## src/rtl/nco_sweep_ctrl_if.sv

```systemverilog
// Control/status bundle between the sweep controller and its user/NCO.
// Inputs to the controller end in _i, outputs from it end in _o.
interface nco_sweep_ctrl_if;
    logic        start_i;
    logic        abort_i;
    logic [31:0] phi_start_i;
    logic [31:0] phi_step_i;
    logic [15:0] num_steps_i;
    logic [15:0] dwell_i;
    logic [7:0]  settle_i;
    logic        nco_valid_i;
    logic [31:0] phi_inc_o;
    logic        nco_clken_o;
    logic        sample_en_o;
    logic [15:0] step_idx_o;
    logic        busy_o;
    logic        done_o;

    modport slave (
        input  start_i, abort_i, phi_start_i, phi_step_i, num_steps_i,
               dwell_i, settle_i, nco_valid_i,
        output phi_inc_o, nco_clken_o, sample_en_o, step_idx_o, busy_o, done_o
    );

    modport master (
        output start_i, abort_i, phi_start_i, phi_step_i, num_steps_i,
               dwell_i, settle_i, nco_valid_i,
        input  phi_inc_o, nco_clken_o, sample_en_o, step_idx_o, busy_o, done_o
    );
endinterface

```

## src/rtl/nco_sweep_ctrl.sv

```systemverilog
// Steps an NCO phase increment through N frequencies: settle cycles, then a dwell counted in valid samples.
// Registered outputs (sample_en_o combinational); NCO valid gaps stretch the dwell, abort wins over completion.
module nco_sweep_ctrl (
    input  logic            clk,
    input  logic            reset_n,
    nco_sweep_ctrl_if.slave bus
);
    localparam logic [1:0] S_IDLE   = 2'd0;
    localparam logic [1:0] S_SETTLE = 2'd1;
    localparam logic [1:0] S_DWELL  = 2'd2;

    logic [1:0]  state_q, state_d;
    logic [31:0] phi_inc_q, phi_inc_d;
    logic [31:0] phi_step_q, phi_step_d;
    logic [15:0] step_idx_q, step_idx_d;
    logic [15:0] last_idx_q, last_idx_d;
    logic [15:0] dwell_q, dwell_d;
    logic [15:0] dwell_cnt_q, dwell_cnt_d;
    logic [7:0]  settle_q, settle_d;
    logic [7:0]  settle_cnt_q, settle_cnt_d;
    logic        done_q, done_d;

    always_comb begin
        state_d      = state_q;
        phi_inc_d    = phi_inc_q;
        phi_step_d   = phi_step_q;
        step_idx_d   = step_idx_q;
        last_idx_d   = last_idx_q;
        dwell_d      = dwell_q;
        dwell_cnt_d  = dwell_cnt_q;
        settle_d     = settle_q;
        settle_cnt_d = settle_cnt_q;
        done_d       = 1'b0;

        case (state_q)
            S_IDLE: begin
                if (bus.start_i && !bus.abort_i) begin
                    // Counts are stored as "remaining minus one" so a zero config means one.
                    phi_step_d   = bus.phi_step_i;
                    last_idx_d   = (bus.num_steps_i == 16'd0) ? 16'd0 : bus.num_steps_i - 16'd1;
                    dwell_d      = (bus.dwell_i == 16'd0) ? 16'd0 : bus.dwell_i - 16'd1;
                    settle_d     = bus.settle_i;
                    phi_inc_d    = bus.phi_start_i;
                    step_idx_d   = 16'd0;
                    settle_cnt_d = bus.settle_i;
                    state_d      = S_SETTLE;
                end
            end
            S_SETTLE: begin
                if (bus.abort_i) begin
                    state_d = S_IDLE;
                end else if (settle_cnt_q == 8'd0) begin
                    dwell_cnt_d = dwell_q;
                    state_d     = S_DWELL;
                end else begin
                    settle_cnt_d = settle_cnt_q - 8'd1;
                end
            end
            S_DWELL: begin
                if (bus.abort_i) begin
                    state_d = S_IDLE;
                end else if (bus.nco_valid_i) begin
                    if (dwell_cnt_q != 16'd0) begin
                        dwell_cnt_d = dwell_cnt_q - 16'd1;
                    end else if (step_idx_q == last_idx_q) begin
                        state_d = S_IDLE;
                        done_d  = 1'b1;
                    end else begin
                        phi_inc_d    = phi_inc_q + phi_step_q;
                        step_idx_d   = step_idx_q + 16'd1;
                        settle_cnt_d = settle_q;
                        state_d      = S_SETTLE;
                    end
                end
            end
            default: state_d = S_IDLE;
        endcase
    end

    always_ff @(posedge clk or negedge reset_n) begin
        if (!reset_n) begin
            state_q      <= S_IDLE;
            phi_inc_q    <= 32'd0;
            phi_step_q   <= 32'd0;
            step_idx_q   <= 16'd0;
            last_idx_q   <= 16'd0;
            dwell_q      <= 16'd0;
            dwell_cnt_q  <= 16'd0;
            settle_q     <= 8'd0;
            settle_cnt_q <= 8'd0;
            done_q       <= 1'b0;
        end else begin
            state_q      <= state_d;
            phi_inc_q    <= phi_inc_d;
            phi_step_q   <= phi_step_d;
            step_idx_q   <= step_idx_d;
            last_idx_q   <= last_idx_d;
            dwell_q      <= dwell_d;
            dwell_cnt_q  <= dwell_cnt_d;
            settle_q     <= settle_d;
            settle_cnt_q <= settle_cnt_d;
            done_q       <= done_d;
        end
    end

    assign bus.phi_inc_o   = phi_inc_q;
    assign bus.step_idx_o  = step_idx_q;
    assign bus.busy_o      = (state_q != S_IDLE);
    assign bus.nco_clken_o = (state_q != S_IDLE);
    assign bus.done_o      = done_q;
    assign bus.sample_en_o = (state_q == S_DWELL) && bus.nco_valid_i;
endmodule

```

## src/flat_wrapper.sv

```systemverilog
// flat-port wrapper written by rule: the top's interface ports become plain ports
module nco_sweep_ctrl_flat 
  (clk, reset_n, bus_start_i, bus_abort_i, bus_phi_start_i, bus_phi_step_i, bus_num_steps_i, bus_dwell_i, bus_settle_i, bus_nco_valid_i, bus_phi_inc_o, bus_nco_clken_o, bus_sample_en_o, bus_step_idx_o, bus_busy_o, bus_done_o);
  nco_sweep_ctrl_if bus_i ();
  input  logic clk;
  input  logic reset_n;
  input wire logic [$bits(bus_i.start_i)-1:0] bus_start_i;
  input wire logic [$bits(bus_i.abort_i)-1:0] bus_abort_i;
  input wire logic [$bits(bus_i.phi_start_i)-1:0] bus_phi_start_i;
  input wire logic [$bits(bus_i.phi_step_i)-1:0] bus_phi_step_i;
  input wire logic [$bits(bus_i.num_steps_i)-1:0] bus_num_steps_i;
  input wire logic [$bits(bus_i.dwell_i)-1:0] bus_dwell_i;
  input wire logic [$bits(bus_i.settle_i)-1:0] bus_settle_i;
  input wire logic [$bits(bus_i.nco_valid_i)-1:0] bus_nco_valid_i;
  output wire logic [$bits(bus_i.phi_inc_o)-1:0] bus_phi_inc_o;
  output wire logic [$bits(bus_i.nco_clken_o)-1:0] bus_nco_clken_o;
  output wire logic [$bits(bus_i.sample_en_o)-1:0] bus_sample_en_o;
  output wire logic [$bits(bus_i.step_idx_o)-1:0] bus_step_idx_o;
  output wire logic [$bits(bus_i.busy_o)-1:0] bus_busy_o;
  output wire logic [$bits(bus_i.done_o)-1:0] bus_done_o;
  assign bus_i.start_i = bus_start_i;
  assign bus_i.abort_i = bus_abort_i;
  assign bus_i.phi_start_i = bus_phi_start_i;
  assign bus_i.phi_step_i = bus_phi_step_i;
  assign bus_i.num_steps_i = bus_num_steps_i;
  assign bus_i.dwell_i = bus_dwell_i;
  assign bus_i.settle_i = bus_settle_i;
  assign bus_i.nco_valid_i = bus_nco_valid_i;
  assign bus_phi_inc_o = bus_i.phi_inc_o;
  assign bus_nco_clken_o = bus_i.nco_clken_o;
  assign bus_sample_en_o = bus_i.sample_en_o;
  assign bus_step_idx_o = bus_i.step_idx_o;
  assign bus_busy_o = bus_i.busy_o;
  assign bus_done_o = bus_i.done_o;
  nco_sweep_ctrl u_core (.clk(clk), .reset_n(reset_n), .bus(bus_i));
endmodule
```

## config.mk

```make
export PLATFORM = sky130hd
export DESIGN_NAME = nco_sweep_ctrl_flat
export DESIGN_NICKNAME = d
export VERILOG_FILES = /design/src/rtl/nco_sweep_ctrl_if.sv /design/src/rtl/nco_sweep_ctrl.sv /design/src/flat_wrapper.sv
export SDC_FILE = /design/constraint.sdc
export NUM_CORES = 1
export LEC_CHECK = 0
export BUFFER_PORTS_ARGS = -buffer_cell sky130_fd_sc_hd__buf_2
export CAP_MARGIN = 20
export CELL_PAD_IN_SITES_DETAIL_PLACEMENT = 1
export CELL_PAD_IN_SITES_GLOBAL_PLACEMENT = 2
export CORE_MARGIN = 2
export CORE_UTILIZATION = 35
export CTS_CLUSTER_SIZE = 24
export DETAILED_ROUTE_END_ITERATION = 8
export MAX_ROUTING_LAYER = met4
export PLACE_DENSITY = 0.85
export SETUP_SLACK_MARGIN = 0.5
export SYNTH_ARGS = -nofsm -noshare
export SYNTH_HDL_FRONTEND = slang
export SYNTH_SLANG_ARGS = --single-unit
export TNS_END_PERCENT = 1
```

## constraint.sdc

```tcl
create_clock -name clk -period 3.8 [get_ports clk]
set_input_delay 0.57 -clock clk [delete_from_list [all_inputs] [get_ports clk]]
set_output_delay 0.57 -clock clk [all_outputs]
set_load 0.05 [all_outputs]
```

==> flow_summary_export.csv <==
group,metric,value,unit
power,p_sw_share,47.5,%
grt,grt_busiest_layer,"met2",
finish,area_growth,21.2,%
yosys,ys_async_sr_fraction,100,%
grt,met2_usage,35.3,%
placement,dp_hpwl,18600,um
finish,multi_input_area,5130,um2
clocking,clk_latency,430,ps
grt,use_met3,2.50,%
sta,setup_viol,0,
clocking,clk_pin_slew,70,ps
sta,max_freq,321,MHz
clocking,cts_buffer_depth,2,
grt,grt_max_degree,74,
placement,routabilityCongestion,0.787,
floorplan,die_x,164,um
worst_setup_path,crit_chain,"ha_1 > a21o_1 > a21oi_1 > nand2b_1 > a311oi_1 > o31ai_4 > a21o_1 > a311oi_1 > mux2_2 > nor2_1",
routing,vias_per_cell,5.31,
sta,fin_setup_tns,0,ps
power,cellPowerDensity,987,nW/um2
clocking,hold_buffers,0,
routing,post-route-drc-count,0,
routing,drt_iter0_markers,384,
worst_setup_path,worstSetupPathType,"reg2reg",
routing,vias,7766,
worst_setup_path,crit_slowest_cell,"a311oi_1",
sta,fin_hold_ws,143,ps
floorplan,start_util,35.6,%
power,share_seq_of_total_power,27.1,%
sta,hold_viol,0,
floorplan,dieArea,26900,um2
floorplan,core,25200,um2
clocking,root_buffer,"clkbuf_16",
yosys,synth_ff_type,"dfrtp_1",
grt,grt_pass1_wl,41800,um
yosys,yosys-top-cells-area,"dfrtp_1 41%, ha_1 6.0%, mux2_2 5.8%",
yosys,netlist_area,8960,um2
worst_setup_path,start_kind,"flip-flop",
worst_setup_path,required,4150,ps
run_status,status,"completed",
power,clkPwrFrac,16.6,%
yosys,synth-edff-count,0,
finish,fillers,2933,
finish,nets,1271,
yosys,yosysTopAreaCell,"dfrtp_1",
yosys,synth.avg_cell_area,9.26,um2
grt,grt.met1_usage,24.1,%
finish,seqCellArea,3680,um2
finish,final_layout_size_suffix_gt1_share,24.2,%
grt,gr-usage-all-layers,20.2,%
power,leakage,0.00497,uW
hold_path,hp-class,"in2async",
routing,dr.pass1.iters,4,
worst_setup_path,startpoint,"u_core.bus.phi_inc_o[22]",
flow_run,cap_violations,0,
sta,tightest_slew,762,ps
routing,wirelength,25500,um
floorplan,die_y,164,um
worst_setup_path,reg2reg_slack,690,ps
clocking,cts_tree,"built",
yosys,synth_cell_type_count,66,
worst_setup_path,rr_startpoint,"u_core.bus.phi_inc_o[22]",
power,pwr-share-comb,56.3,%
power,p_switching,5090,uW
power,peakVddDrop,0.507,mV
routing,wl_per_cell,17.4,um
sta,final.min_clock_period,3110,ps
clocking,clock-sinks,147,
power,p_total,10700,uW
power,p_int,5630,uW
grt,grt_pass1_vias,8153,
floorplan,rows,58,
sta,rsz0062_at_grt,"yes",
worst_setup_path,arrival,3470,ps
yosys,synth_cells,968,
clocking,numCtsBuffers,17,
yosys,yosysSeqAreaShare,41.0,%
worst_setup_path,r2r-end,"u_core.bus.phi_inc_o[31]",
grt,overflow,0,
clocking,htreeDepth,4,
yosys,netlist.area_leader.share,41.0,%
placement,io_buffers,160,
worst_setup_path,end_kind,"flip-flop",
worst_setup_path,max_stage_delay,600,ps
yosys,syn_nets,1121,
worst_setup_path,reg2reg_depth,10,
sta,finalMaxSlewViolations,0,
yosys,ys_warn_count,0,
placement,dp_slack,324,ps
grt,antenna_found_initial,1,
sta,fin_skew,12.5,ps
yosys,ys_ff_latch,147,
routing,drt.antenna.violating_nets,0,
worst_setup_path,worstPathMaxFanout,8,
floorplan,io-pin-count,161,
sta,setup_ws,686,ps
sta,relSlewSlack,49.0,%
sta,post-route-period-util,82.0,%
-- critical path, delay by kind of cell (launching register included) --
family,cells,cell delay [ps]
and+or+nand+nor,2,280
DFF,1,410
AOI/OAI and AO/OA,6,1530
muxes,1,370
adders and majority gates,1,470
-- power by group through the flow --
stage	clock network, uW	logic (uW)	registers (uW)
CTS	1830	5990	2910
global route	1890	6710	3010
floorplan	0	3930	3330
finish	1780	6040	2910
global placement	0	5740	2890
detailed placement	0	5870	2930
-- cell usage after synthesis (all sizes together) (8+ instances only) --
master	number
a21o	16
a21oi	72
and2	8
and3	19
clkbuf	36
dfrtp	147
ha	43
inv	24
mux2	46
mux2i	24
nand2	111
nand3	27
nor2	60
nor3	25
nor4	16
o21ai	98
o22ai	15
or3	10
xnor2	39
xor2	38
-- cell type report --
type                       instances  share of cell area (%)
multi-input combinational        755                    47.3
antenna                            1                  0.0230
clock inverter                    15                    1.73
tap                              330                    3.80
timing repair buffer             173                    8.56
inverter                          24                   0.829
sequential                       147                    33.9
clock buffer                      17                    3.92
-- layer usage --
layer / routed length, um / share of wire (%)
met5: 0 / 0
met4: 539 / 2.1
met3: 825 / 3.2
met2: 12700 / 50
met1: 11400 / 45
-- cell families after synthesis --
kind of cell               count (synthesis)  synth area share, %
AOI/OAI and AO/OA                        260                 17.2
xor gates and xnor gates                  77                 7.52
adders and majority gates                 44                 6.23
buffers and inverters                     66                 2.90
DFF                                      147                 41.0
muxes                                     70                 8.46
and+or+nand+nor                          304                 16.7
-- through the flow --
stage | util (%) | cells | area [um2]
final | 43.1 | 1462 | 10900
after detailed placement | 40.3 | 1427 | 10100
after floorplan | - | 968 | 8970
after global routing | 43.1 | 1462 | 10900
after CTS | 42.9 | 1461 | 10800
after global placement | 40.3 | 1427 | 10100
-- registers in the layout, indices dropped and copies added, names as in the netlist --
| name | flops |
|---|---|
| u_core.settle_q | 8 |
| u_core.settle_cnt_q | 8 |
| u_core.bus.step_idx_o | 16 |
| u_core.dwell_q | 16 |
| u_core.bus.phi_inc_o | 32 |
| u_core.last_idx_q | 16 |
| u_core.phi_step_q | 32 |
| u_core.bus.done_o | 1 |
| u_core.dwell_cnt_q | 16 |
| u_core.state_q | 2 |
-- worst max path at each step --
stage | end | slack (ps) | cells after the start
3_5_place_dp | u_core.bus.phi_inc_o[26] | 320 | 11
5_1_grt | u_core.bus.phi_inc_o[31] | 490 | 10
3_3_place_gp | u_core.bus.phi_inc_o[26] | 430 | 11
6_report | u_core.bus.phi_inc_o[31] | 690 | 10
2_1_floorplan | u_core.bus.phi_inc_o[28] | 560 | 11
4_1_cts | u_core.bus.phi_inc_o[28] | 470 | 11
-- cell usage in the layout, fill, tap and decap left out, types with 24 or more instances in the layout --
cell type and instances:
dfrtp_1 147, a21oi_1 71, nor2_1 60, ha_1 42, xor2_1 38, nand2_1 110
nand3_1 25, mux2_2 46, mux2i_1 24, nor3_1 24, xnor2_1 39, buf_2 159
inv_1 24, o21ai_0 96
-- repair_timing --
action | CTS | global route
pin swaps | 2 | 3
endpoints found under the setup margin | 4 | 5
endpoints found under the hold margin | 0 | 0
resized for setup | 4 | 11
setup buffers | 2 | 0
Power figures use the tool's default switching activity.
